==> src/rtl/hazard_fwd_ctrl.sv <==
// hazard_fwd_ctrl
// Hazard and forwarding controller for a three-stage D/X/W pipeline.
// Tracks the destinations of in-flight instructions (X, W and the retired
// slot R), selects ALU operand sources, inserts load-use bubbles, honours
// branch redirects and global memory stalls, and counts inserted bubbles.
//
// Optional feature macro: HAZARD_RETIRE_FWD_EN
//   defined   : a dependency on the W-stage producer is forwarded from the
//               retired-result register (select 2).
//   undefined : select 2 is never produced; such a dependency stalls D for a
//               cycle and the consumer later reads the register file.
//
// Handshake: d_ready is combinational and means "the D instruction is
// accepted into X on this clock edge". It is only ever high when d_valid is
// high, no hazard is pending, no redirect is taken and memory is not stalled.
// Fetch must hold the D instruction stable while d_valid && !d_ready, except
// on x_redirect where it discards D.
//
// dbg_shadow exposes the shadow pipeline state for checkers:
//   {x_v, x_rd, x_wen, x_load, w_v, w_rd, w_wen, r_v, r_rd, r_wen}

module hazard_fwd_ctrl #(
    parameter int REG_ADDR_W = 5,
    parameter int CNT_W      = 16
) (
    input  logic                    clk,
    input  logic                    rst,
    input  logic                    d_valid,
    input  logic [REG_ADDR_W-1:0]   d_rs1,
    input  logic [REG_ADDR_W-1:0]   d_rs2,
    input  logic                    d_rs1_used,
    input  logic                    d_rs2_used,
    input  logic [REG_ADDR_W-1:0]   d_rd,
    input  logic                    d_wen,
    input  logic                    d_is_load,
    input  logic                    x_redirect,
    input  logic                    mem_stall,
    output logic                    d_ready,
    output logic                    x_bubble,
    output logic [1:0]              fwd_a_sel,
    output logic [1:0]              fwd_b_sel,
    output logic [CNT_W-1:0]        stall_cnt,
    output logic [3*REG_ADDR_W+6:0] dbg_shadow
);

    localparam logic [1:0] SEL_RF  = 2'd0;
    localparam logic [1:0] SEL_W   = 2'd1;
    localparam logic [1:0] SEL_RET = 2'd2;

    // Shadow state of the instructions currently in X, W and just retired
    logic                  x_v, x_wen, x_load;
    logic [REG_ADDR_W-1:0] x_rd;
    logic                  w_v, w_wen;
    logic [REG_ADDR_W-1:0] w_rd;
    logic                  r_v, r_wen;
    logic [REG_ADDR_W-1:0] r_rd;

    logic       m1_x, m1_w, m2_x, m2_w;
    logic       ld_hazard, ret_hazard, hazard;
    logic [1:0] sel_a, sel_b;

    // Dependency matching, hazard detection, issue decision and operand selects
    always_comb begin
        m1_x = d_rs1_used && (d_rs1 != '0) && (d_rs1 == x_rd) && x_v && x_wen;
        m1_w = d_rs1_used && (d_rs1 != '0) && (d_rs1 == w_rd) && w_v && w_wen;
        m2_x = d_rs2_used && (d_rs2 != '0) && (d_rs2 == x_rd) && x_v && x_wen;
        m2_w = d_rs2_used && (d_rs2 != '0) && (d_rs2 == w_rd) && w_v && w_wen;

        ld_hazard = d_valid && x_load && (m1_x || m2_x);
`ifdef HAZARD_RETIRE_FWD_EN
        ret_hazard = 1'b0;
`else
        // Without the retire path, an operand whose nearest producer is in W
        // must wait until that producer has written the register file.
        ret_hazard = d_valid && ((m1_w && !m1_x) || (m2_w && !m2_x));
`endif
        hazard  = ld_hazard || ret_hazard;
        d_ready = d_valid && !hazard && !x_redirect && !mem_stall;

        // Nearest producer wins: X beats W
        sel_a = SEL_RF;
        sel_b = SEL_RF;
        if (m1_x) begin
            sel_a = SEL_W;
        end else if (m1_w) begin
`ifdef HAZARD_RETIRE_FWD_EN
            sel_a = SEL_RET;
`else
            sel_a = SEL_RF;
`endif
        end
        if (m2_x) begin
            sel_b = SEL_W;
        end else if (m2_w) begin
`ifdef HAZARD_RETIRE_FWD_EN
            sel_b = SEL_RET;
`else
            sel_b = SEL_RF;
`endif
        end
    end

    // Pipeline shadow, registered selects and saturating bubble counter
    always_ff @(posedge clk) begin
        if (rst) begin
            x_v       <= 1'b0;
            x_rd      <= '0;
            x_wen     <= 1'b0;
            x_load    <= 1'b0;
            w_v       <= 1'b0;
            w_rd      <= '0;
            w_wen     <= 1'b0;
            r_v       <= 1'b0;
            r_rd      <= '0;
            r_wen     <= 1'b0;
            x_bubble  <= 1'b1;
            fwd_a_sel <= SEL_RF;
            fwd_b_sel <= SEL_RF;
            stall_cnt <= '0;
        end else if (!mem_stall) begin
            r_v   <= w_v;
            r_rd  <= w_rd;
            r_wen <= w_wen;
            w_v   <= x_v;
            w_rd  <= x_rd;
            w_wen <= x_wen;
            if (d_ready) begin
                x_v       <= 1'b1;
                x_rd      <= d_rd;
                x_wen     <= d_wen;
                x_load    <= d_is_load;
                fwd_a_sel <= sel_a;
                fwd_b_sel <= sel_b;
            end else begin
                x_v       <= 1'b0;
                x_rd      <= '0;
                x_wen     <= 1'b0;
                x_load    <= 1'b0;
                fwd_a_sel <= SEL_RF;
                fwd_b_sel <= SEL_RF;
            end
            x_bubble <= !d_ready;
            // A redirect squashes D, so its bubble is not a hazard bubble
            if (hazard && !x_redirect && (stall_cnt != '1)) begin
                stall_cnt <= stall_cnt + CNT_W'(1);
            end
        end
    end

    assign dbg_shadow = {x_v, x_rd, x_wen, x_load, w_v, w_rd, w_wen, r_v, r_rd, r_wen};

endmodule
==> config.mk <==
export PLATFORM = sky130hd
export DESIGN_NAME = hazard_fwd_ctrl
export DESIGN_NICKNAME = d
export VERILOG_FILES = /design/src/rtl/hazard_fwd_ctrl.sv
export SDC_FILE = /design/constraint.sdc
export NUM_CORES = 1
export LEC_CHECK = 0
export CAP_MARGIN = 20
export CORE_ASPECT_RATIO = 0.5
export CORE_MARGIN = 4
export CORE_UTILIZATION = 41
export CTS_CLUSTER_DIAMETER = 120
export DETAILED_ROUTE_END_ITERATION = 10
export HOLD_SLACK_MARGIN = 0.08
export PLACE_DENSITY_LB_ADDON = 0.08
export SLEW_MARGIN = 20
export SYNTH_ARGS = -nofsm -noshare
export SYNTH_HDL_FRONTEND = slang
export SYNTH_SLANG_ARGS = --single-unit
==> constraint.sdc <==
create_clock -name clk -period 2.3 [get_ports clk]
set_input_delay 0.46 -clock clk [delete_from_list [all_inputs] [get_ports clk]]
set_output_delay 0.46 -clock clk [all_outputs]
set_load 0.005 [all_outputs]
[Word-level counts from Yosys, hierarchy flattened]
Cells that the tools add are included.
Storage, ports and cells
  memory bits (read-only): 0
  memories: 0
  output and inout bits: 44
  bits in writable memories: 0
  bits of input ports: 24
  bits in latches: 0
  flip-flop bits (word level): 43
Cells by class
  shifts and indexed selects: 0
  multipliers: 0
  reduce and logical (&&, ||, !) cells: 36
  mux-type cells: 8
  bitwise gates (word level): 1
  order comparisons: 0
  add/sub/neg operators: 1
  div/mod/pow operators: 0
  equality and inequality tests: 5
Operator list (count)
  1-bit logical AND: 24
  5-bit equality test: 4
  16-bit by 1-bit adder with 16-bit output (second input constant): 1
  16-bit != test (second input constant): 1
  5-bit nonzero test: 2
  1-bit logical NOT: 6
  1-bit two-way mux: 5
  5-bit two-way mux: 1
  2-bit two-way mux: 2
  1-bit logical OR: 3
  2-bit AND reduction: 1
  1-bit NOT: 1

[Logic depth before layout (Yosys ltp)]
Gate-level depths: netlist (run 1).
  depth after elaboration: 15
  mapped depth: 9

[Least setup slack after synthesis (run 1)]
Ideal clock, no wire load.
  path type: input to register
  start: in d_rs2[1]
  end: reg stall_cnt[15]
  setup slack: -211 ps
  setup time: 121 ps
  arrival: 2391 ps
  stages: 8
  path through: or4_1 -> o21ai_2 -> nor3_1 -> o32a_1 -> and2_1 -> buf_2 -> nor3_1 -> mux2_2
Between the ends
  longest elaborated chain between the ends: 13
  elaborated cells on any way between the ends: 20
  those cells by class: 2 x eq/ne; 18 x reduce/logical
Ends and longest elaborated chain
  start: declaration: RTL line 30  | input logic [REG_ADDR_W-1:0] d_rs2,
  5-bit nonzero test: RTL line 66, 67
  1-bit logical AND: RTL line 66, 67
  1-bit logical AND (3 in series): RTL line 66  | m2_x = d_rs2_used && (d_rs2 != '0) && (d_rs2 == x_rd) && x_v && x_wen;
  1-bit logical NOT: RTL line 75  | ret_hazard = d_valid && ((m1_w && !m1_x) || (m2_w && !m2_x));
  1-bit logical AND: RTL line 75
  1-bit logical OR: RTL line 75
  1-bit logical AND: RTL line 75
  1-bit logical OR (*): RTL line 77  | hazard = ld_hazard || ret_hazard;
  1-bit logical AND (*) (2 in series): RTL line 144  | if (hazard && !x_redirect && (stall_cnt != '1)) begin
  2-bit AND reduction (no source line) (*)
  end signal: assignment: RTL line 145  | stall_cnt <= stall_cnt + CNT_W'(1);
  end: declaration: RTL line 42  | output logic [CNT_W-1:0] stall_cnt,
Every way passes the cells marked *; elsewhere a longest branch is shown, timed or not.
A chain may end at the register's enable or synchronous reset.

[Final worst setup path (run 1)]
  start: in d_rs2[3]
  end: out d_ready
Between the ends
  longest elaborated chain between the ends: 14
  elaborated cells on any way between the ends: 21
  those cells by class: 2 x eq/ne; 19 x reduce/logical
Ends and longest elaborated chain
  5-bit nonzero test: RTL line 66, 67
  1-bit logical AND: RTL line 66, 67
  1-bit logical AND (3 in series): RTL line 66
  1-bit logical NOT: RTL line 75
  1-bit logical AND: RTL line 75
  1-bit logical OR: RTL line 75
  1-bit logical AND: RTL line 75
  1-bit logical OR (*): RTL line 77
  1-bit logical NOT (*): RTL line 78  | d_ready = d_valid && !hazard && !x_redirect && !mem_stall;
  1-bit logical AND (*) (3 in series): RTL line 78
  end: declaration: RTL line 38  | output logic d_ready,
Marked as above.

==> results.py, run 1 <==
metrics = {
    "die": {
        "dieArea_um2": 6330,
        "core_area_um2": 4640,
        "start_util": 0.447,
        "rows": 17,
        "die_h_um": 58.3,
        "io_pins": 68,
        "die_x_um": 109,
    },
    "route": {
        "vias": 2111,
        "drt_iter0_drc": 62,
        "routed_wl_um": 5930,
        "viasPerCell": 5.30,
        "firstDrtPassIters": 4,
        "route.detailed.wl_per_inst_um": 14.9,
        "postRouteAntennaNets": 0,
        "drc": 0,
    },
    "timing": {
        "report.final.slew_viol_count": 0,
        "fin_ws_ps": -206,
        "max_freq_mhz": 399,
        "rsz0062_at_grt": "yes",
        "setup_viol": 14,
        "fin_setup_tns_ps": -1190,
        "whs_ps": 469,
        "slew_headroom": 0.418,
        "worstMarginPinSlew_ps": 873,
        "period_minus_slack_ps": 2510,
        "final_hold_viol_count": 0,
        "skew_ps": 9.94,
        "fin_crit_sh": 1.09,
    },
    "place": {
        "port_buffers": 65,
        "hpwl_um": 4130,
        "placed_area_um2": 2980,
        "gp_congestion": 0.839,
        "place_ws_ps": -985,
    },
    "yosys": {
        "syn_area_um2": 2070,
        "synth_edf_count": 0,
        "ys_seq_elements": 41,
        "ys_warn_count": 0,
        "synth-async-reset-ratio": 0,
        "ys_types": 35,
        "synth_area_per_cell_um2": 8.60,
        "syn_inst": 241,
        "yosysSeqAreaShare": 0.396,
        "ys.flop_type": "dfxtp_1",
    },
    "worst_setup_path": {
        "worstSetupEndpoint": "d_ready",
        "worstPathArrival_ps": 2050,
        "rr_worst_depth": 9,
        "setup.worst_path.start_class": "input pin",
        "endpoint_kind": "output port",
        "path_cells": "buf_6 -> or4_4 -> o21ai_4 -> nor3_4 -> o32a_1 -> and2_4 -> nand2_4 -> inv_2 -> buf_6",
        "reg2reg_slack_ps": -90,
        "critPathKind": "in2out",
        "required_ps": 1840,
        "startpoint": "d_rs2[3]",
        "timing.rr.start": "w_rd[2]",
        "worst_r2r_endpoint": "stall_cnt[14]",
        "cpMostUsedCell": "buf_6",
        "crit_path_top_delay_cell": "or4_4",
        "path_max_fanout": 3,
        "critical-path-max-stage-delay_ps": 540,
    },
    "layout": {
        "layout_common_cells": "53 x clkdlybuf4s50_1, 38 x dfxtp_1, 35 x buf_4",
        "areaGrowthSynthToFinish_pct": 57.0,
        "fin_area_um2": 3260,
        "final_common_cell": "clkdlybuf4s50_1",
        "diodes": 0,
        "drive_gt1_frac": 0.253,
        "num-nets-final": 356,
    },
    "global_route": {
        "grt_pass1_vias": 2049,
        "grtUsageTotal": 0.196,
        "antenna_found_initial": 0,
        "grt_pass1_wl_um": 9780,
        "gr-total-overflow": 0,
        "grt_max_degree": 49,
    },
    "pwr": {
        "vdd_drop_max_mv": 0.328,
        "power_w": 0.00150,
        "power_density_nw_per_um2": 461,
        "cellLeakagePower_nw": 1.27,
    },
    "clock_tree": {
        "cts_root_buf": "clkbuf_8",
        "holdBufCountCts": 0,
        "clock_path_buffers": 2,
        "cts_sinks": 41,
        "clk_latency_ps": 290,
        "cts_tree": "built",
        "h-tree-depth": 2,
        "clk_pin_slew_ps": 80,
        "cts_buffers": 5,
    },
    "hold_path": {
        "hp-class": "reg2reg",
        "hold_depth": 2,
    },
    "status": {
        "violations": "negative setup slack",
        "status": "complete, but fails checks",
    },
    "run": {
        "maxCapViolCount": 0,
    },
}
how the worst min path moves through the flow:
stage,start,to,slack (ps)
finish,fwd_b_sel[0],fwd_b_sel[0],470
global route,fwd_a_sel[0],fwd_a_sel[0],490
CTS,fwd_b_sel[0],fwd_b_sel[0],470
detailed placement,fwd_b_sel[0],fwd_b_sel[0],460
global placement,fwd_a_sel[0],fwd_a_sel[0],460
floorplan,fwd_a_sel[0],fwd_a_sel[0],460
cell families after synthesis:
group / count (synthesis) / share of synthesized area
buf+inv: 24 / 0.0658
fa+ha+maj: 1 / 0.00603
flops: 41 / 0.396
simple gates: 101 / 0.245
compound gates: 33 / 0.103
other cells: 1 / 0.00181
xor+xnor: 21 / 0.0887
mux: 19 / 0.0941
critical path: cells and delay by family:
family | cells | cell delay, ps
buf+inv | 3 | 220
simple gates | 4 | 840
compound gates | 2 | 520
area by class of cell:
cell class / instances / area, um^2
sequential: 41 / 830
inverter: 2 / 7.51
fill: 369 / 1380
clock buffer: 7 / 86.3
timing repair buffer: 103 / 926
clock inverter: 1 / 30.0
multi-input combinational: 178 / 1290
tap: 66 / 82.6
power breakdown:
group | internal, W | switching [W]
sequential | 0.000714 | 0.00000751
combinational | 0.0000950 | 0.0000747
clock | 0.000354 | 0.000256
routing by layer:
layer | vias to the layer above | GRT usage | part of all wire
met5 | - | 0 | 0
met4 | 0 | 0.0612 | 0.012
met3 | 11 | 0.0701 | 0.078
met2 | 71 | 0.300 | 0.46
met1 | 1010 | 0.258 | 0.45
li1 | 1019 | - | -
per-stage QoR:
stage               utilization  cells
CTS                       0.685    397
floorplan                     -    242
finish                    0.702    398
global placement          0.642    386
detailed placement        0.642    386
global route              0.702    398
cells in the mapped netlist (2+ instances only):
master,n,area share
mux2_2,3,0.016
o31ai_1,3,0.011
clkbuf_1,7,0.013
a21o_1,2,0.0072
o21ai_0,9,0.022
nor2_1,30,0.054
dfxtp_1,41,0.40
buf_2,4,0.0097
and3_1,3,0.0091
or4_1,8,0.029
nand4_1,6,0.018
xnor2_1,16,0.068
nand3_1,13,0.031
xor2_1,5,0.021
nand2b_1,2,0.0060
nand2_1,16,0.029
nor4_1,2,0.0060
and2_1,2,0.0060
a32oi_1,7,0.030
mux2i_1,15,0.072
or3_1,5,0.015
nor3_1,5,0.012
a21oi_1,10,0.024
nor2b_1,7,0.021
buf_4,9,0.033
inv_1,2,0.0036
flip-flops by register name (all words and copies together), names as in the netlist, 5 cells and up:
register,flops
stall_cnt,16
r_rd,5
w_rd,5
x_rd,5
what timing repair did:
item / CTS / global route
cloned: 1 / 0
gates resized for setup: 46 / 19
pin swaps: 13 / 13
setup endpoints to repair: 28 / 24
setup buffers: 3 / 1
Note: power is estimated with default switching activity, not from simulation.
==> inputs of run 2 (changes only) <==
SETUP_SLACK_MARGIN = 0.2   (was default)
==> run 2 against run 1 <==
Effect of this change: the flow still finishes with violations (negative setup slack); sequential cell count did not move; routed wire length increased by 11%; hold slack improved by 14 ps; count of clock-buffer cells in the layout unchanged; maximum frequency is 2.0% lower; global-route usage is 0.80 points higher; non-clock buffer count increased by 13; die area unchanged; critical path type is now in2reg.
==> results.py, run 2 (synthesized netlist as in run 1, its figures left out) <==
metrics = {
    "status": {
        "status": "complete, but fails checks",
        "violations": "negative setup slack",
    },
    "layout": {
        "drive_gt1_frac": 0.282,
        "layout_common_cells": "54 x clkdlybuf4s50_1, 39 x dfxtp_1, 35 x buf_4",
        "regMostFlops": "stall_cnt",
        "fin_area_um2": 3440,
        "largest_reg_flops": 16,
        "diodes": 0,
        "instances_no_fill": 410,
        "num-nets-final": 368,
        "areaGrowthSynthToFinish_pct": 66.1,
        "final_common_cell": "clkdlybuf4s50_1",
        "n_fill_cell": 358,
    },
    "clock_tree": {
        "cts_buffers": 5,
        "clk_latency_ps": 300,
        "holdBufCountCts": 0,
        "h-tree-depth": 2,
        "cts_root_buf": "clkbuf_8",
        "clk_pin_slew_ps": 80,
        "cts_sinks": 41,
        "cts_tree": "built",
        "clock_path_buffers": 2,
    },
    "pwr": {
        "cellLeakagePower_nw": 1.38,
        "switching_share": 0.231,
        "power_density_nw_per_um2": 444,
        "internal_power_w": 0.00117,
        "combPwrFrac": 0.120,
        "clkPwrFrac": 0.406,
        "vdd_drop_max_mv": 0.287,
        "p_seq_frac": 0.474,
        "p_switching_w": 0.000353,
    },
    "timing": {
        "report.final.slew_viol_count": 0,
        "fin_crit_sh": 1.11,
        "period_minus_slack_ps": 2560,
        "rsz0062_at_grt": "yes",
        "max_freq_mhz": 391,
        "slew_headroom": 0.625,
        "setup_viol": 22,
        "skew_ps": 12.2,
        "fin_ws_ps": -257,
        "final_hold_viol_count": 0,
        "worstMarginPinSlew_ps": 561,
        "fin_setup_tns_ps": -3050,
    },
    "global_route": {
        "gr-total-overflow": 0,
        "grt_max_degree": 26,
        "grt_pass1_vias": 2139,
        "grt_pass1_wl_um": 10100,
        "grtUsageTotal": 0.204,
        "antenna_found_initial": 0,
    },
    "worst_setup_path": {
        "setup.worst_path.start_class": "input pin",
        "critPathKind": "in2reg",
        "required_ps": 2500,
        "worstPathArrival_ps": 2760,
        "path_max_fanout": 2,
        "endpoint_kind": "register",
    },
    "die": {
        "rows": 17,
        "die_h_um": 58.3,
        "die_x_um": 109,
        "core_area_um2": 4640,
        "io_pins": 68,
        "start_util": 0.447,
        "dieArea_um2": 6330,
    },
    "route": {
        "viasPerCell": 5.26,
        "drt_iter0_drc": 100,
        "route.detailed.wl_per_inst_um": 16.0,
        "vias": 2156,
        "firstDrtPassIters": 4,
        "drc": 0,
        "postRouteAntennaNets": 0,
        "routed_wl_um": 6560,
    },
    "place": {
        "dp_cells": 387,
        "gp_congestion": 0.789,
        "placed_area_um2": 2990,
        "hpwl_um": 4240,
        "place_ws_ps": -988,
        "port_buffers": 65,
    },
    "run": {
        "maxCapViolCount": 0,
    },
    "hold_path": {
        "hp-class": "reg2reg",
    },
}
run 2: power groups by stage:
stage	logic (W)	registers (W)	clock network [W]
final	0.000183	0.000724	0.000620
after global routing	0.000195	0.000725	0.000657
after CTS	0.000172	0.000723	0.000628
after detailed placement	0.000161	0.000740	0
after global placement	0.000158	0.000739	0
after floorplan	0.0000672	0.000739	0
run 2: repair_timing:
item	CTS	global route
buffers inserted	10	3
cloned	1	1
pin swaps	24	17
resized for setup	70	22
setup endpoints to repair	28	28
run 2: worst max-delay path, cell delays in order:
cell,delay (ps)
buf_6,90
or4_4,540
o21ai_4,230
buf_6,120
o32a_1,180
and2_4,180
nand2_4,60
buf_6,110
buf_6,100
buf_6,100
buf_6,100
buf_6,100
buf_6,100
buf_6,100
a21o_1,160
run 2: path summary, 6_finish.rpt:
path	slack, ps	start	endpoint	cells after the start
worst min-delay path	480	fwd_a_sel[0]	fwd_a_sel[0]	2
worst max register to register	-180	x_rd[2]	x_bubble	14
worst max-delay path	-260	d_rs2[1]	x_bubble	15
worst min register to register	480	fwd_a_sel[0]	fwd_a_sel[0]	2
run 2: routing by layer:
| layer | routed length [um] | up-vias | global-route usage |
|---|---|---|---|
| met3 | 330 | 13 | 0.0512 |
| li1 | - | 1045 | - |
| met4 | 109 | 0 | 0.0594 |
| met1 | 3060 | 1040 | 0.267 |
| met2 | 3060 | 58 | 0.332 |
| met5 | 0 | - | 0.0159 |
run 2: metrics by stage:
| stage | power, W | hold WS [ps] | utilization |
|---|---|---|---|
| floorplan | 0.000807 | 458 | - |
| finish | 0.00153 | 483 | 0.743 |
| detailed placement | 0.000900 | 462 | 0.644 |
| CTS | 0.00152 | 474 | 0.713 |
| global route | 0.00158 | 506 | 0.743 |
| global placement | 0.000898 | 456 | 0.644 |
run 2: final cells by class:
cell class / count / area, um^2 / area share
multi-input cells: 177 / 1290 / 0.375
repair buffers: 116 / 1120 / 0.326
flip-flops and latches: 41 / 823 / 0.239
well taps: 66 / 82.6 / 0.0240
clock inverters: 1 / 30.0 / 0.00872
inverters: 2 / 7.51 / 0.00218
clock buffers: 7 / 86.3 / 0.0251
